File: config.mk
export PLATFORM = sky130hd
export DESIGN_NAME = axi_cmd_manager_flat
export DESIGN_NICKNAME = d
export VERILOG_FILES = /design/src/rtl/axi_cmd_pkg.sv /design/src/rtl/axi_cmd_manager_if.sv /design/src/rtl/axi_timeout_cnt.sv /design/src/rtl/axi_cmd_manager.sv /design/src/flat_wrapper.sv
export SDC_FILE = /design/constraint.sdc
export NUM_CORES = 1
export LEC_CHECK = 0
export BUFFER_PORTS_ARGS = -buffer_cell sky130_fd_sc_hd__buf_2
export CELL_PAD_IN_SITES_DETAIL_PLACEMENT = 2
export CELL_PAD_IN_SITES_GLOBAL_PLACEMENT = 2
export CORE_MARGIN = 2
export CORE_UTILIZATION = 26
export CTS_CLUSTER_SIZE = 24
export DETAILED_ROUTE_END_ITERATION = 12
export GPL_ROUTABILITY_DRIVEN = 0
export PLACE_DENSITY = 0.88
export SLEW_MARGIN = 40
export SYNTH_ARGS = -nofsm -noshare
export SYNTH_HDL_FRONTEND = slang
export SYNTH_SLANG_ARGS = --single-unit
File: constraint.sdc
create_clock -name s_axi_clk -period 1.72 [get_ports s_axi_clk]
set_clock_uncertainty 0.05 [all_clocks]
set_input_delay 0.086 -clock s_axi_clk [delete_from_list [all_inputs] [get_ports s_axi_clk]]
set_output_delay 0.086 -clock s_axi_clk [all_outputs]
set_load 0.05 [all_outputs]
File: src/rtl/axi_cmd_pkg.sv
// Shared definitions for the single-outstanding AXI command manager.
//  - state_e       : manager FSM states
//  - resp_t        : AXI BRESP/RRESP encoding plus the two codes the manager generates itself
//  - cnt_width()   : bit width needed to count up to a given limit (at least 1 bit)
package axi_cmd_pkg;

    typedef enum logic [2:0] {
        IDLE,
        WR,
        WR_B,
        RD_A,
        RD_D,
        RSP
    } state_e;

    typedef logic [1:0] resp_t;

    localparam resp_t RESP_OKAY   = 2'b00;
    localparam resp_t RESP_SLVERR = 2'b10;

    localparam int TIMEOUT_CYC_DEFAULT = 255;

    function automatic int cnt_width(input int max_count);
        if (max_count < 2) begin
            return 1;
        end
        return $clog2(max_count + 1);
    endfunction

endpackage

File: src/rtl/axi_cmd_manager_if.sv
// Single-beat AXI bus between the command manager (master modport) and a
// subordinate (slave modport). Carries the AW, W, B, AR and R channels.
//  Parameters: DATA_WIDTH (wdata/rdata), ADDR_WIDTH (awaddr/araddr)
interface axi_cmd_manager_if
    import axi_cmd_pkg::*;
#(
    parameter int DATA_WIDTH = 8,
    parameter int ADDR_WIDTH = 8
) ();

    logic [ADDR_WIDTH-1:0] awaddr;
    logic                  awvalid;
    logic                  awready;

    logic [DATA_WIDTH-1:0] wdata;
    logic                  wvalid;
    logic                  wready;
    logic                  wlast;

    resp_t                 bresp;
    logic                  bvalid;
    logic                  bready;

    logic [ADDR_WIDTH-1:0] araddr;
    logic                  arvalid;
    logic                  arready;

    logic [DATA_WIDTH-1:0] rdata;
    resp_t                 rresp;
    logic                  rvalid;
    logic                  rready;
    logic                  rlast;

    modport master (
        output awaddr, awvalid, wdata, wvalid, wlast, bready, araddr, arvalid, rready,
        input  awready, wready, bresp, bvalid, arready, rdata, rresp, rvalid, rlast
    );

    modport slave (
        input  awaddr, awvalid, wdata, wvalid, wlast, bready, araddr, arvalid, rready,
        output awready, wready, bresp, bvalid, arready, rdata, rresp, rvalid, rlast
    );

endinterface

File: src/rtl/axi_timeout_cnt.sv
// Saturating watchdog counter.
//  clk, rst_n : clock, asynchronous active-low reset
//  clear      : force count to zero (has priority over enable)
//  enable     : count up by one per cycle, stopping at MAX_COUNT
//  expired    : count has reached MAX_COUNT while enabled; never set when MAX_COUNT is 0
module axi_timeout_cnt
    import axi_cmd_pkg::*;
#(
    parameter int MAX_COUNT = TIMEOUT_CYC_DEFAULT
) (
    input  logic clk,
    input  logic rst_n,
    input  logic clear,
    input  logic enable,
    output logic expired
);

    localparam int            W     = cnt_width(MAX_COUNT);
    localparam logic [W-1:0]  LIMIT = W'(MAX_COUNT);

    logic [W-1:0] cnt_q;
    logic [W-1:0] cnt_d;

    always_comb begin
        cnt_d = cnt_q;
        if (clear) begin
            cnt_d = '0;
        end else if (enable && (cnt_q != LIMIT)) begin
            cnt_d = cnt_q + W'(1);
        end
    end

    always_ff @(posedge clk or negedge rst_n) begin
        if (!rst_n) begin
            cnt_q <= '0;
        end else begin
            cnt_q <= cnt_d;
        end
    end

    // A limit of zero means the watchdog is switched off.
    assign expired = (MAX_COUNT != 0) && enable && (cnt_q == LIMIT);

endmodule

File: src/rtl/axi_cmd_manager.sv
// Single-outstanding AXI manager: turns a simple command/response handshake into
// one single-beat AXI write (AW/W/B) or read (AR/R) and returns data/status.
// A watchdog aborts a transaction the subordinate never finishes.
//  s_axi_clk, s_axi_resetn : clock, asynchronous active-low reset
//  cmd_*                   : command in (valid/ready, write, addr, wdata)
//  rsp_*                   : response out (valid/ready, rdata, resp, timeout)
//  m_axi                   : AXI master port (all outputs registered)
module axi_cmd_manager
    import axi_cmd_pkg::*;
#(
    parameter int DATA_WIDTH  = 8,
    parameter int ADDR_WIDTH  = 8,
    parameter int TIMEOUT_CYC = TIMEOUT_CYC_DEFAULT
) (
    input  logic                  s_axi_clk,
    input  logic                  s_axi_resetn,

    input  logic                  cmd_valid,
    output logic                  cmd_ready,
    input  logic                  cmd_write,
    input  logic [ADDR_WIDTH-1:0] cmd_addr,
    input  logic [DATA_WIDTH-1:0] cmd_wdata,

    output logic                  rsp_valid,
    input  logic                  rsp_ready,
    output logic [DATA_WIDTH-1:0] rsp_rdata,
    output resp_t                 rsp_resp,
    output logic                  rsp_timeout,

    axi_cmd_manager_if.master     m_axi
);

    state_e                state_q, state_d;
    logic                  cmd_ready_q, cmd_ready_d;
    logic                  awvalid_q, awvalid_d;
    logic                  wvalid_q, wvalid_d;
    logic                  aw_done_q, aw_done_d;
    logic                  w_done_q, w_done_d;
    logic                  arvalid_q, arvalid_d;
    logic                  bready_q, bready_d;
    logic                  rready_q, rready_d;
    logic [ADDR_WIDTH-1:0] addr_q, addr_d;
    logic [DATA_WIDTH-1:0] wdata_q, wdata_d;
    logic                  rsp_valid_q, rsp_valid_d;
    logic [DATA_WIDTH-1:0] rsp_rdata_q, rsp_rdata_d;
    resp_t                 rsp_resp_q, rsp_resp_d;
    logic                  rsp_timeout_q, rsp_timeout_d;

    logic                  cmd_accept;
    logic                  busy;
    logic                  expired;
    logic                  abort;

    // cmd_ready_q is only ever set in IDLE, so it alone qualifies the accept.
    assign cmd_accept = cmd_valid && cmd_ready_q;
    assign busy       = (state_q == WR) || (state_q == WR_B) ||
                        (state_q == RD_A) || (state_q == RD_D);

    axi_timeout_cnt #(
        .MAX_COUNT (TIMEOUT_CYC)
    ) u_timeout (
        .clk     (s_axi_clk),
        .rst_n   (s_axi_resetn),
        .clear   (cmd_accept),
        .enable  (busy),
        .expired (expired)
    );

    always_comb begin
        state_d       = state_q;
        cmd_ready_d   = cmd_ready_q;
        awvalid_d     = awvalid_q;
        wvalid_d      = wvalid_q;
        aw_done_d     = aw_done_q;
        w_done_d      = w_done_q;
        arvalid_d     = arvalid_q;
        bready_d      = bready_q;
        rready_d      = rready_q;
        addr_d        = addr_q;
        wdata_d       = wdata_q;
        rsp_valid_d   = rsp_valid_q;
        rsp_rdata_d   = rsp_rdata_q;
        rsp_resp_d    = rsp_resp_q;
        rsp_timeout_d = rsp_timeout_q;
        abort         = 1'b0;

        case (state_q)
            IDLE: begin
                cmd_ready_d = 1'b1;
                if (cmd_accept) begin
                    cmd_ready_d = 1'b0;
                    addr_d      = cmd_addr;
                    wdata_d     = cmd_wdata;
                    if (cmd_write) begin
                        state_d   = WR;
                        awvalid_d = 1'b1;
                        wvalid_d  = 1'b1;
                        aw_done_d = 1'b0;
                        w_done_d  = 1'b0;
                    end else begin
                        state_d   = RD_A;
                        arvalid_d = 1'b1;
                    end
                end
            end

            WR: begin
                // AW and W retire independently, in any order or together.
                if (awvalid_q && m_axi.awready) begin
                    awvalid_d = 1'b0;
                    aw_done_d = 1'b1;
                end
                if (wvalid_q && m_axi.wready) begin
                    wvalid_d = 1'b0;
                    w_done_d = 1'b1;
                end
                if (aw_done_d && w_done_d) begin
                    state_d  = WR_B;
                    bready_d = 1'b1;
                end else if (expired) begin
                    abort = 1'b1;
                end
            end

            WR_B: begin
                if (m_axi.bvalid) begin
                    bready_d      = 1'b0;
                    rsp_valid_d   = 1'b1;
                    rsp_rdata_d   = '0;
                    rsp_resp_d    = m_axi.bresp;
                    rsp_timeout_d = 1'b0;
                    state_d       = RSP;
                end else if (expired) begin
                    abort = 1'b1;
                end
            end

            RD_A: begin
                if (m_axi.arready) begin
                    arvalid_d = 1'b0;
                    rready_d  = 1'b1;
                    state_d   = RD_D;
                end else if (expired) begin
                    abort = 1'b1;
                end
            end

            RD_D: begin
                if (m_axi.rvalid) begin
                    rready_d      = 1'b0;
                    rsp_valid_d   = 1'b1;
                    rsp_rdata_d   = m_axi.rdata;
                    // A single-beat read must be the last beat; anything else is an error.
                    rsp_resp_d    = m_axi.rlast ? m_axi.rresp : RESP_SLVERR;
                    rsp_timeout_d = 1'b0;
                    state_d       = RSP;
                end else if (expired) begin
                    abort = 1'b1;
                end
            end

            RSP: begin
                if (rsp_ready) begin
                    rsp_valid_d = 1'b0;
                    cmd_ready_d = 1'b1;
                    state_d     = IDLE;
                end
            end

            default: begin
                state_d = IDLE;
            end
        endcase

        // Watchdog abort: withdraw every AXI valid/ready and report an error.
        if (abort) begin
            awvalid_d     = 1'b0;
            wvalid_d      = 1'b0;
            arvalid_d     = 1'b0;
            bready_d      = 1'b0;
            rready_d      = 1'b0;
            rsp_valid_d   = 1'b1;
            rsp_rdata_d   = '0;
            rsp_resp_d    = RESP_SLVERR;
            rsp_timeout_d = 1'b1;
            state_d       = RSP;
        end
    end

    always_ff @(posedge s_axi_clk or negedge s_axi_resetn) begin
        if (!s_axi_resetn) begin
            state_q       <= IDLE;
            cmd_ready_q   <= 1'b0;
            awvalid_q     <= 1'b0;
            wvalid_q      <= 1'b0;
            aw_done_q     <= 1'b0;
            w_done_q      <= 1'b0;
            arvalid_q     <= 1'b0;
            bready_q      <= 1'b0;
            rready_q      <= 1'b0;
            addr_q        <= '0;
            wdata_q       <= '0;
            rsp_valid_q   <= 1'b0;
            rsp_rdata_q   <= '0;
            rsp_resp_q    <= RESP_OKAY;
            rsp_timeout_q <= 1'b0;
        end else begin
            state_q       <= state_d;
            cmd_ready_q   <= cmd_ready_d;
            awvalid_q     <= awvalid_d;
            wvalid_q      <= wvalid_d;
            aw_done_q     <= aw_done_d;
            w_done_q      <= w_done_d;
            arvalid_q     <= arvalid_d;
            bready_q      <= bready_d;
            rready_q      <= rready_d;
            addr_q        <= addr_d;
            wdata_q       <= wdata_d;
            rsp_valid_q   <= rsp_valid_d;
            rsp_rdata_q   <= rsp_rdata_d;
            rsp_resp_q    <= rsp_resp_d;
            rsp_timeout_q <= rsp_timeout_d;
        end
    end

    assign cmd_ready     = cmd_ready_q;
    assign rsp_valid     = rsp_valid_q;
    assign rsp_rdata     = rsp_rdata_q;
    assign rsp_resp      = rsp_resp_q;
    assign rsp_timeout   = rsp_timeout_q;

    assign m_axi.awaddr  = addr_q;
    assign m_axi.awvalid = awvalid_q;
    assign m_axi.wdata   = wdata_q;
    assign m_axi.wvalid  = wvalid_q;
    assign m_axi.wlast   = wvalid_q;
    assign m_axi.bready  = bready_q;
    assign m_axi.araddr  = addr_q;
    assign m_axi.arvalid = arvalid_q;
    assign m_axi.rready  = rready_q;

endmodule
File: src/flat_wrapper.sv
// flat-port wrapper written by rule: the top's interface ports become plain ports
module axi_cmd_manager_flat import axi_cmd_pkg::*;
#(
    parameter int DATA_WIDTH  = 8,
    parameter int ADDR_WIDTH  = 8,
    parameter int TIMEOUT_CYC = TIMEOUT_CYC_DEFAULT
)
  (s_axi_clk, s_axi_resetn, cmd_valid, cmd_ready, cmd_write, cmd_addr, cmd_wdata, rsp_valid, rsp_ready, rsp_rdata, rsp_resp, rsp_timeout, m_axi_awaddr, m_axi_awvalid, m_axi_wdata, m_axi_wvalid, m_axi_wlast, m_axi_bready, m_axi_araddr, m_axi_arvalid, m_axi_rready, m_axi_awready, m_axi_wready, m_axi_bresp, m_axi_bvalid, m_axi_arready, m_axi_rdata, m_axi_rresp, m_axi_rvalid, m_axi_rlast);
  axi_cmd_manager_if #(.DATA_WIDTH(DATA_WIDTH), .ADDR_WIDTH(ADDR_WIDTH)) m_axi_i ();
  input  logic s_axi_clk;
  input  logic s_axi_resetn;
  input  logic cmd_valid;
  output logic cmd_ready;
  input  logic cmd_write;
  input  logic [ADDR_WIDTH-1:0] cmd_addr;
  input  logic [DATA_WIDTH-1:0] cmd_wdata;
  output logic rsp_valid;
  input  logic rsp_ready;
  output logic [DATA_WIDTH-1:0] rsp_rdata;
  output resp_t rsp_resp;
  output logic rsp_timeout;
  output wire logic [$bits(m_axi_i.awaddr)-1:0] m_axi_awaddr;
  output wire logic [$bits(m_axi_i.awvalid)-1:0] m_axi_awvalid;
  output wire logic [$bits(m_axi_i.wdata)-1:0] m_axi_wdata;
  output wire logic [$bits(m_axi_i.wvalid)-1:0] m_axi_wvalid;
  output wire logic [$bits(m_axi_i.wlast)-1:0] m_axi_wlast;
  output wire logic [$bits(m_axi_i.bready)-1:0] m_axi_bready;
  output wire logic [$bits(m_axi_i.araddr)-1:0] m_axi_araddr;
  output wire logic [$bits(m_axi_i.arvalid)-1:0] m_axi_arvalid;
  output wire logic [$bits(m_axi_i.rready)-1:0] m_axi_rready;
  input wire logic [$bits(m_axi_i.awready)-1:0] m_axi_awready;
  input wire logic [$bits(m_axi_i.wready)-1:0] m_axi_wready;
  input wire logic [$bits(m_axi_i.bresp)-1:0] m_axi_bresp;
  input wire logic [$bits(m_axi_i.bvalid)-1:0] m_axi_bvalid;
  input wire logic [$bits(m_axi_i.arready)-1:0] m_axi_arready;
  input wire logic [$bits(m_axi_i.rdata)-1:0] m_axi_rdata;
  input wire logic [$bits(m_axi_i.rresp)-1:0] m_axi_rresp;
  input wire logic [$bits(m_axi_i.rvalid)-1:0] m_axi_rvalid;
  input wire logic [$bits(m_axi_i.rlast)-1:0] m_axi_rlast;
  assign m_axi_awaddr = m_axi_i.awaddr;
  assign m_axi_awvalid = m_axi_i.awvalid;
  assign m_axi_wdata = m_axi_i.wdata;
  assign m_axi_wvalid = m_axi_i.wvalid;
  assign m_axi_wlast = m_axi_i.wlast;
  assign m_axi_bready = m_axi_i.bready;
  assign m_axi_araddr = m_axi_i.araddr;
  assign m_axi_arvalid = m_axi_i.arvalid;
  assign m_axi_rready = m_axi_i.rready;
  assign m_axi_i.awready = m_axi_awready;
  assign m_axi_i.wready = m_axi_wready;
  assign m_axi_i.bresp = m_axi_bresp;
  assign m_axi_i.bvalid = m_axi_bvalid;
  assign m_axi_i.arready = m_axi_arready;
  assign m_axi_i.rdata = m_axi_rdata;
  assign m_axi_i.rresp = m_axi_rresp;
  assign m_axi_i.rvalid = m_axi_rvalid;
  assign m_axi_i.rlast = m_axi_rlast;
  axi_cmd_manager #(.DATA_WIDTH(DATA_WIDTH), .ADDR_WIDTH(ADDR_WIDTH), .TIMEOUT_CYC(TIMEOUT_CYC)) u_core (.s_axi_clk(s_axi_clk), .s_axi_resetn(s_axi_resetn), .cmd_valid(cmd_valid), .cmd_ready(cmd_ready), .cmd_write(cmd_write), .cmd_addr(cmd_addr), .cmd_wdata(cmd_wdata), .rsp_valid(rsp_valid), .rsp_ready(rsp_ready), .rsp_rdata(rsp_rdata), .rsp_resp(rsp_resp), .rsp_timeout(rsp_timeout), .m_axi(m_axi_i));
endmodule
Yosys cells after proc, flatten, opt, wreduce, memory -nomap -nowiden:

Index checks and enable logic that the tools add are counted.

* add/sub/neg operators: 1
* muxes and demuxes: 65
* equal/unequal tests: 20
* reductions and logical operators: 30

Operator list (number)
* $mux 8: 5
* $mux 1: 34
* $ne 3x2->1 const B: 9
* $mux 3: 7
* $pmux 1 s2: 9
* $pmux 3 s6: 1
* $pmux 8 s2: 1
* $reduce_and 4->1: 4
* $reduce_bool 3->1: 5
* $reduce_and 3->1: 4
* $mux 2: 5
* $add 8x1->8 const B: 1
* $eq 8x8->1 const B: 1
* $ne 8x8->1 const B: 1
* $eq 3x2->1 const B: 2
* $eq 3x3->1 const B: 2
* $logic_and 1x1->1: 6
* $reduce_and 6->1: 1
* $reduce_bool 2->1: 3
* $ne 2x2->1 const B: 2
* $pmux 1 s4: 1
* $pmux 2 s2: 1
* $reduce_and 2->1: 2
* $reduce_bool 4->1: 1
* other kinds (6): 8

* bits in registers: 47
* word-level logic and storage cells: 132
* input bits: 39
* output and inout port bits: 43

Logic depth before layout (Yosys ltp):

* depth after elaboration: 10
* depth in mapped cells: 8
* gate-level depth less buffers: 6

By module:

From an unflattened synthesis, not the netlist that was laid out.

* cells, all modules: 246
* area total of the unflattened synthesis: 2502.4 um2

Modules (own cells, without submodules)
* axi_cmd_manager: area an instance 1993.2 um2, seq. area each 975.9 um2, cells each 196, times used 1
* axi_timeout_cnt: area an instance 509.2 um2, seq. area each 200.2 um2, cells each 50, times used 1

Worst setup path before layout:

OpenSTA, ideal clock, no wires.

* kind: reg-to-reg
* start point: register u_core.state_q[0]
* end point: register u_core.state_q[1]
* cell stages (with the launch flop): 8
* data required time: 1549 ps
* path slack: -97 ps
* arrival: 1646 ps
* clock period less this slack: 1817 ps
* buffers on the path: 2
* library setup time: 121 ps
* cell sequence: dfrtp_1 -> buf_6 -> or3b_4 -> a2bb2oi_2 -> a21oi_4 -> buf_6 -> o21bai_1 -> a22o_1

* longest elaborated chain between the ends: 10
* elaborated cells on any way between the ends: 25

Ends and longest elaborated chain
* from (decl): RTL line axi_cmd_manager.sv:33 `state_e state_q, state_d;`
* from (signal assigned): RTL line axi_cmd_manager.sv:208 `state_q <= state_d;`
* $eq 3x1->1 / $eq 3x2->1 (equally long branches): RTL line axi_cmd_manager.sv:56, axi_cmd_manager.sv:87
* $logic_or 1x1->1 (2 in series): RTL line axi_cmd_manager.sv:56 `assign busy = (state_q == WR) || (state_q == WR_B) ||`
* $logic_or 1x1->1: RTL line axi_cmd_manager.sv:57 `(state_q == RD_A) || (state_q == RD_D);`
* $logic_and 1x1->1: RTL line axi_timeout_cnt.sv:42 `assign expired = (MAX_COUNT != 0) && enable && (cnt_q == LIMIT);`
* $mux 1
* $mux 1 (on tied branches)
* $pmux 1 s4: RTL line axi_cmd_manager.sv:87 `case (state_q)`
* $ne 3x2->1 (no source line) / $ne 3x1->1 (equally long branches)
* $reduce_and 6->1 (no source line)

Several ways; a longest one is shown, not always the timed one.
A chain may end at the register's enable or synchronous reset.

Final worst setup path:

* start point: register u_core.state_q[1]
* end point: register u_core.state_q[0]

Same word-level chain as after synthesis.

==> results.toml <==
[yosys]
ys_ff_latch = 47
synthTopCellsByCount = "65 x nand2_1, 47 x dfrtp_1, 21 x nor2_1, 10 x buf_4"
avgSynthCellArea_um2 = 9.28
ys_top_cells_by_area = "dfrtp_1 51%, nand2_1 11%, a22o_1 3.4%, nor2_1 3.4%, buf_4 3.2%"
synthArstFlopShare_pct = 100
yosysTopAreaCellShare_pct = 50.7
synth_edf_count = 0
ys.flop_type = "dfrtp_1"
ys_types = 48
synthCells = 250
syn_area_um2 = 2320
synth_top_cell_by_area = "dfrtp_1"
syn_nets = 290
post-synth-top-count-cell = "nand2_1"
ys.warnings.count = 0
yosysSeqAreaShare_pct = 50.7

[cts]
cts.htree.levels = 2
numCtsBuffers = 5
worst_skew_pair.late_latency_ps = 320
root_buffer = "clkbuf_8"
cts_tree = "built"
cts.path.max_buffers = 2
clkTransAtPathRegs_ps = 110
cts.sink_count = 47

[placed_design]
dpl.hpwl_um = 6100
io_buffer_count = 81
dp_slack_ps = -220

[outcome]
violations = "setup timing"
status = "complete, but fails checks"

[route]
drt_pass1_iterations = 4
wl_um = 11700
drt_iter0_markers = 88
via_per_inst = 5.07
dr_total_vias = 2614
drc = 0
ant_nets = 0
avgRoutedWirePerCell_um = 22.6

[global_route]
grt_max_degree = 26
grt_pass1_wl_um = 16700
overflow = 0
grt_pass1_vias = 2953
gr-usage-all-layers_pct = 22.5
antenna_found_initial = 0

[final_layout]
nets = 447
num-fill-cells = 901
n_antenna_cell = 0
syn2layout_area_growth_pct = 72.7
drive_gt1_share_pct = 52.2

[timing]
slew_headroom_pct = 60.3
tightest_slew_ps = 595
final.period_utilization_pct = 119
grt_setup_unrepaired = "yes"
setup_tns_ps = -7850
setup_viol = 47
setup_slack_ps = -332
hold_viol_final = 0
fmax_ghz = 0.487
period_needed_ps = 2050
drv_slew = 0

[die]
die_area_um2 = 9700
row_count = 34
fp.dieH_um = 98.5
initial_core_util_pct = 26.7
core_area_um2 = 8680
ios = 82
die_width_um = 98.5

[power_and_ir_drop]
ir_worst_vdd_uv = 787
p_leak_nw = 1.95
power_density_nw_per_um2 = 2070

[critical_path]
arrival_ps = 2210
crit_required_ps = 1880
worstSetupPathType = "reg -> reg"
setup.worst_path.end_class = "register"
r2r_start = "u_core.state_q[1]$_DFFE_PN0P_"
reg2reg_depth = 6
critPathLaunchType = "register"
path_max_fanout = 6
reg2reg_slack_ps = -330
reg2reg_to = "u_core.state_q[0]$_DFFE_PN0P_"

[min_path]
hold_end = "u_core.aw_done_q$_DFFE_PN0P_"
hold_depth = 2
worstHoldStart = "m_axi_awready"
hp-class = "in -> reg"

[job]
maxCapViolations = 0
[critical path, stage by stage, from the launching register on]
cell and delay (ps):
dfrtp_2 480, buf_6 160, nor3b_4 300, o21ai_4 130, o211ai_1 420, nor2_1 150, o22ai_2 250
[what timing repair did]
action | in CTS | in global routing
buffers inserted | 17 | 8
gates resized for setup | 49 | 53
pin swaps | 19 | 47
endpoints found under the setup margin | 31 | 47
endpoints found under the hold margin | 46 | 0
cloned | 1 | 2
hold buffers | 25 | 0
[area by class of cell]
class	count	area, um^2	share of cell area, %
sequential	47	1180	29.5
clock inverter	3	18.8	0.468
tap	108	135	3.37
clock buffer	5	68.8	1.72
inverter	5	22.5	0.562
timing repair buffer	171	1260	31.3
multi-input combinational	177	1320	33.0
[power by group]
part	internal, mW	total [mW]	switching (mW)	leakage (nW)
logic	2.04	5.64	3.60	1.32
registers	1.55	1.93	0.382	0.589
clock network	0.288	0.717	0.429	0.0483
total	3.88	8.29	4.41	1.95
[flip-flops by register name, summed over array words and instances (netlist names)]
name	count
u_core.m_axi.bready	1
u_core.rsp_rdata	8
u_core.u_timeout.cnt_q	8
u_core.rsp_resp	2
u_core.cmd_ready	1
u_core.state_q	3
u_core.aw_done_q	1
u_core.m_axi.wlast	1
u_core.m_axi.awvalid	1
u_core.rsp_timeout	1
u_core.m_axi.arvalid	1
u_core.m_axi.rready	1
u_core.rsp_valid	1
u_core.m_axi.araddr	8
u_core.w_done_q	1
u_core.m_axi.wdata	8
[placed cells by master, fill, tap and decap left out, types with 4 or more instances in the layout]
cell / instances
dfrtp_2: 5
clkbuf_8: 5
a22o_1: 9
o21ai_2: 4
nor2_2: 8
dlygate4sd3_1: 25
a21oi_1: 6
buf_2: 81
xor2_2: 4
inv_1: 4
nor2_4: 5
dfrtp_1: 42
nand2_1: 60
nor2_1: 11
buf_6: 16
buf_4: 43
o21ai_0: 4
[cell families after synthesis]
logic type / count (synthesis) / synth area share (%)
AO/OA/AOI/OAI: 54 / 17.1
flip-flops: 47 / 50.7
multiplexers: 1 / 0.431
adder cells (fa/ha/maj): 1 / 0.539
buffers and inverters: 27 / 6.85
AND/OR/NAND/NOR: 114 / 22.1
XOR/XNOR: 6 / 2.26
[layer usage]
metal | GRT usage [%] | routed length [um]
met3 | 2.98 | 454
met4 | 6.85 | 284
met2 | 44.2 | 6440
met1 | 24.8 | 4510
met5 | 0 | 0
[per-stage QoR]
step / instances / utilization (%) / power (mW) / area [um^2] / hold WS [ps]
global placement: 455 / 34.9 / 5.81 / 3030 / 67.0
finish: 516 / 46.2 / 8.29 / 4010 / 2.04
global route: 516 / 46.2 / 8.67 / 4010 / 8.49
CTS: 506 / 42.6 / 7.45 / 3700 / 2.04
floorplan: 250 / - / 4.85 / 2350 / -260
detailed placement: 455 / 34.9 / 6.03 / 3030 / 63.8
[worst max-delay path by stage]
stage                                        startpoint  cells past startpoint                               endpoint  slack [ps]
after floorplan           u_core.state_q[1]$_DFFE_PN0P_                      7          u_core.state_q[1]$_DFFE_PN0P_         -70
after global placement    u_core.state_q[1]$_DFFE_PN0P_                      7          u_core.state_q[2]$_DFFE_PN0P_         -90
after detailed placement  u_core.state_q[1]$_DFFE_PN0P_                      7  u_core.u_timeout.cnt_q[4]$_DFFE_PN0P_        -220
after CTS                 u_core.state_q[1]$_DFFE_PN0P_                      6          u_core.state_q[1]$_DFFE_PN0P_        -100
after global routing      u_core.state_q[1]$_DFFE_PN0P_                      6          u_core.state_q[0]$_DFFE_PN0P_        -400
final                     u_core.state_q[1]$_DFFE_PN0P_                      6          u_core.state_q[0]$_DFFE_PN0P_        -330
Power figures use the tool's default switching activity.
